<file path="config.mk">
export PLATFORM = sky130hd
export DESIGN_NAME = instr_fetch_unit
export DESIGN_NICKNAME = d
export VERILOG_FILES = /design/src/rtl/fetch_pkg.sv /design/src/rtl/fetch_fifo.sv /design/src/rtl/instr_fetch_unit.sv
export SDC_FILE = /design/constraint.sdc
export NUM_CORES = 1
export LEC_CHECK = 0
export BUFFER_PORTS_ARGS = -buffer_cell sky130_fd_sc_hd__buf_2
export CAP_MARGIN = 10
export CORE_MARGIN = 2
export CORE_UTILIZATION = 49
export DETAILED_ROUTE_END_ITERATION = 8
export GPL_ROUTABILITY_DRIVEN = 1
export PLACE_DENSITY = 0.76
export SLEW_MARGIN = 0
export SYNTH_ARGS = -nofsm -noshare
export SYNTH_HDL_FRONTEND = slang
export SYNTH_HIERARCHICAL = 1
export SYNTH_SLANG_ARGS = --single-unit
</file>
<file path="constraint.sdc">
create_clock -name clk -period 2.2 [get_ports clk]
set_input_delay 0.44 -clock clk [delete_from_list [all_inputs] [get_ports clk]]
set_output_delay 0.44 -clock clk [all_outputs]
set_load 0.01 [all_outputs]
</file>
<file path="src/rtl/fetch_pkg.sv">
// Shared types and default widths for the instruction fetch stage.
package fetch_pkg;

    localparam int ADDR_W_DEF = 32;
    localparam int DATA_W_DEF = 32;
    localparam int DEPTH_DEF  = 2;

    typedef enum logic [1:0] {
        FETCH,
        WAIT,
        DRAIN
    } fetch_state_t;

    typedef struct packed {
        logic [ADDR_W_DEF-1:0] pc;
        logic [DATA_W_DEF-1:0] instr;
    } fetch_entry_t;

endpackage

</file>
<file path="src/rtl/fetch_fifo.sv">
// Small synchronous FIFO holding fetched {pc, instr} entries for decode.
// Head entry is read straight from registered storage; flush empties it in one cycle.
module fetch_fifo
    import fetch_pkg::*;
#(
    parameter int  DEPTH   = DEPTH_DEF,
    parameter type entry_t = fetch_entry_t,
    localparam int PTR_W   = $clog2(DEPTH),
    localparam int CNT_W   = $clog2(DEPTH + 1)
) (
    input  logic             clk,
    input  logic             rst,
    input  logic             flush,
    input  logic             push,
    input  entry_t           push_data,
    input  logic             pop,
    output logic             head_valid,
    output entry_t           head,
    output logic [CNT_W-1:0] count
);

    entry_t           mem [DEPTH];
    logic [PTR_W-1:0] wr_ptr;
    logic [PTR_W-1:0] rd_ptr;
    logic             pop_ok;

    // Popping an empty queue is a no-op.
    assign pop_ok     = pop && (count != '0);
    assign head_valid = (count != '0);
    assign head       = mem[rd_ptr];

    always_ff @(posedge clk) begin
        if (rst) begin
            // NOTE: storage is only DEPTH flops deep, so it is cleared on reset to give a defined head (0) after reset.
            for (int i = 0; i < DEPTH; i++) begin
                mem[i] <= '0;
            end
            wr_ptr <= '0;
            rd_ptr <= '0;
            count  <= '0;
        end else if (flush) begin
            wr_ptr <= '0;
            rd_ptr <= '0;
            count  <= '0;
        end else begin
            // NOTE: non-blocking assignments so every register samples pre-edge values.
            if (push) begin
                mem[wr_ptr] <= push_data;
                wr_ptr      <= wr_ptr + PTR_W'(1);
            end
            if (pop_ok) begin
                rd_ptr <= rd_ptr + PTR_W'(1);
            end
            count <= count + CNT_W'(push) - CNT_W'(pop_ok);
        end
    end

endmodule

</file>
<file path="src/rtl/instr_fetch_unit.sv">
// Fetch stage: issues one imem read per accepted PC, tags the response with its PC,
// queues it for decode, and drops stale responses after a redirect.
module instr_fetch_unit
    import fetch_pkg::*;
#(
    parameter int ADDR_W = ADDR_W_DEF,
    parameter int DATA_W = DATA_W_DEF,
    parameter int DEPTH  = DEPTH_DEF
) (
    input  logic              clk,
    input  logic              rst,
    input  logic [ADDR_W-1:0] pc,
    output logic              pc_ready,
    input  logic              redirect_valid,
    output logic              imem_req_valid,
    input  logic              imem_req_ready,
    output logic [ADDR_W-1:0] imem_req_addr,
    input  logic              imem_rsp_valid,
    input  logic [DATA_W-1:0] imem_rsp_data,
    output logic              if_valid,
    output logic [DATA_W-1:0] if_instr,
    output logic [ADDR_W-1:0] if_pc,
    input  logic              id_ready
);

    localparam int CNT_W = $clog2(DEPTH + 1);

    typedef struct packed {
        logic [ADDR_W-1:0] pc;
        logic [DATA_W-1:0] instr;
    } entry_t;

    fetch_state_t     state;
    logic [ADDR_W-1:0] tag;
    logic [CNT_W-1:0]  count;
    logic              req_fire;
    logic              push;
    logic              head_valid;
    entry_t            push_data;
    entry_t            head;

    // Request depends only on registered state, the PC and redirect, never on decode or memory responses.
    assign imem_req_valid = !rst && (state == FETCH) && (count < CNT_W'(DEPTH)) && !redirect_valid;
    assign imem_req_addr  = pc;
    assign req_fire       = imem_req_valid && imem_req_ready;
    assign pc_ready       = !rst && (req_fire || redirect_valid);

    // A response coinciding with a redirect belongs to the old path and is dropped.
    assign push           = (state == WAIT) && imem_rsp_valid && !redirect_valid;
    assign push_data      = '{pc: tag, instr: imem_rsp_data};

    always_ff @(posedge clk) begin
        if (rst) begin
            state <= FETCH;
            tag   <= '0;
        end else begin
            case (state)
                FETCH: begin
                    if (req_fire) begin
                        tag   <= pc;
                        state <= WAIT;
                    end
                end
                WAIT: begin
                    if (imem_rsp_valid) begin
                        state <= FETCH;
                    end else if (redirect_valid) begin
                        state <= DRAIN;
                    end
                end
                DRAIN: begin
                    if (imem_rsp_valid) begin
                        state <= FETCH;
                    end
                end
                default: state <= FETCH;
            endcase
        end
    end

    fetch_fifo #(
        .DEPTH   (DEPTH),
        .entry_t (entry_t)
    ) u_fifo (
        .clk        (clk),
        .rst        (rst),
        .flush      (redirect_valid),
        .push       (push),
        .push_data  (push_data),
        .pop        (id_ready),
        .head_valid (head_valid),
        .head       (head),
        .count      (count)
    );

    assign if_valid = head_valid;
    assign if_instr = head.instr;
    assign if_pc    = head.pc;

endmodule

</file>
==> reports/metrics.csv <==
metric,value,unit
report.final.hold_viol_count,0,
cts_hold_buf,0,
via_count,4984,
finalInstanceArea,8930,sq um
antenna_cells,0,
numCtsBuffers,17,
min_path_type,primary input to register,
wirelength,16000,um
clk_pin_slew,0.06,ns
finalCriticalPeriod,2.03,ns
root_buffer,clkbuf_16,
overflow,0,
netlist.area_leader.share,0.509,
synth.distinct_cells,32,
grt_pass1_wl,24500,um
drive_gt1_frac,0.417,
core,15100,sq um
arrival,1.59,ns
drt_iter0_markers,297,
place.gp.congestion,0.757,
htreeDepth,4,
required,1.76,ns
first_global_vias,4774,
leakagePower,0.00405,uW
synth_warnings,6,
cts_tree,done,
setup_viol,0,
dpl.hpwl,10300,um
ys_top_cells_by_area,"edfxtp_1 51%, and3_1 11%, dfxtp_1 10%",
place_area,8310,sq um
ys_ff_latch,167,
regArea,4630,sq um
die_h,128,um
multi_input_area,2290,sq um
cts_sinks,167,
drv_cap,0,
synth_commonest_cells,"128 x and3_1, 128 x edfxtp_1, 67 x mux2_2",
cp_max_fo,28,
die_w,128,um
areaGrowthSynthToFinish,18.3,%
ys_seq_area_frac,0.613,
syn_area,7540,sq um
dr.pass1.iters,5,
grt_max_degree,129,
slew_violations,0,
tightest_slew,1.01,ns
track_usage,0.197,
final.fill_count,1222,
ios,169,
outcome,finished clean,
initial_core_util,0.498,
dp_slack,0.191,ns
crit_path_end_kind,output pin,
syn_nets,646,
criticalPathCategory,register to output pin,
nNetsFinal,774,
async_reset_ff_frac,0,
insertion_delay,0.41,ns
drc,0,
max_freq,0.493,GHz
clock_path_buffers,2,
via_per_inst,5.52,
setup_tns,0,ns
numPortBuffers,168,
rsz0062_at_grt,no,
skew,0.00695,ns
dieArea,16400,sq um
num_rows,45,
ant_nets,0,
avgSynthCellArea,13.1,sq um
finalCritPeriodShare,0.923,
setup_ws,0.170,ns
synth_edf_count,128,
peakVddDrop,0.545,mV
cp-start-kind,register,
antenna_found_initial,0,
power_density,784,nW/um^2
wl_per_cell,17.7,um
syn-instance-count,574,
synthFlopType,edfxtp_1,
yosysTopAreaCell,edfxtp_1,
maxSlewHeadroom,0.328,
==> logic make-up (layout without fill, tap and decap cells) <==
logic type | count (synthesis) | in the layout | synth area share
muxes | 67 | 67 | 0.100
DFF | 167 | 167 | 0.613
AOI/OAI and AO/OA | 69 | 69 | 0.0471
and+or+nand+nor | 180 | 180 | 0.145
buffers and inverters | 87 | 228 | 0.0874
xor gates and xnor gates | 2 | 2 | 0.00415
adders and majority gates | 2 | 2 | 0.00332
==> power breakdown <==
group / internal, uW / switching [uW] / leakage, uW
sequential: 3490 / 35.2 / 0.00164
clock: 1840 / 1140 / 0.000297
combinational: 200 / 291 / 0.00211
==> critical path, cell delays in order, from the launching register on <==
cell and delay, ns:
dfxtp_4 0.42, buf_12 0.22, mux2_2 0.38, buf_2 0.15
==> stage by stage <==
| step | hold WS (ns) | power, uW | util | std cells |
|---|---|---|---|---|
| after floorplan | 0.455 | 3890 | - | 574 |
| after global placement | 0.472 | 4060 | 0.549 | 868 |
| after detailed placement | 0.474 | 4080 | 0.549 | 868 |
| after CTS | 0.187 | 7050 | 0.588 | 900 |
| after global routing | 0.206 | 7260 | 0.589 | 903 |
| final | 0.209 | 7000 | 0.589 | 903 |
==> state kept, by name, summed over array words and instances, names as in the netlist, named ones only <==
signal	cells
u_fifo/wr_ptr	1
u_fifo/rd_ptr	1
tag	32
u_fifo/count	2
state	2
u_fifo/mem	128
==> cells in the final DEF, fill, tap and decap left out, drive strengths merged, types with 2 or more instances in the layout <==
| cell | Yosys | final |
|---|---|---|
| clkbuf | 7 | 22 |
| ha | 2 | 2 |
| nor2 | 2 | 2 |
| and2 | 2 | 2 |
| bufinv | 0 | 3 |
| nor3b | 2 | 2 |
| edfxtp | 128 | 128 |
| buf | 77 | 193 |
| o21ai | 32 | 32 |
| nor3 | 7 | 7 |
| nand2 | 2 | 2 |
| nand3 | 32 | 32 |
| clkinv | 0 | 5 |
| mux2 | 67 | 67 |
| dfxtp | 39 | 39 |
| a21oi | 34 | 34 |
| inv | 3 | 5 |
| a21o | 2 | 2 |
| and3 | 128 | 128 |
==> area by class of cell <==
class / count / share of cell area
flip-flops and latches: 167 / 0.519
clock buffers: 22 / 0.0521
multi-input cells: 320 / 0.257
well taps: 188 / 0.0264
repair buffers: 193 / 0.131
clock inverters: 10 / 0.0143
inverters: 3 / 0.00126
==> final timing paths <==
check	endpoint	slack, ns	depth (start not counted)	from
setup reg to reg	u_fifo/mem[1][10]	0.31	6	state[0]
hold reg to reg	tag[6]	0.48	2	tag[6]
hold / removal	state[1]	0.21	2	imem_rsp_valid
setup / recovery	if_instr[16]	0.17	3	register
==> repair_timing <==
action | 4_1_cts | 5_1_grt
endpoints found under the setup margin | 0 | 23
endpoints found under the hold margin | 0 | 0
gates resized for setup | 0 | 0
buffers inserted | 0 | 3
==> per-layer routing <==
layer	track usage	routed length [um]	up-vias
met3	0.0459	1030	17
met4	0.0685	193	0
met5	0	0	-
met2	0.339	8050	200
li1	-	-	2362
met1	0.244	6700	2405
Note: power is estimated with default switching activity, not from simulation.
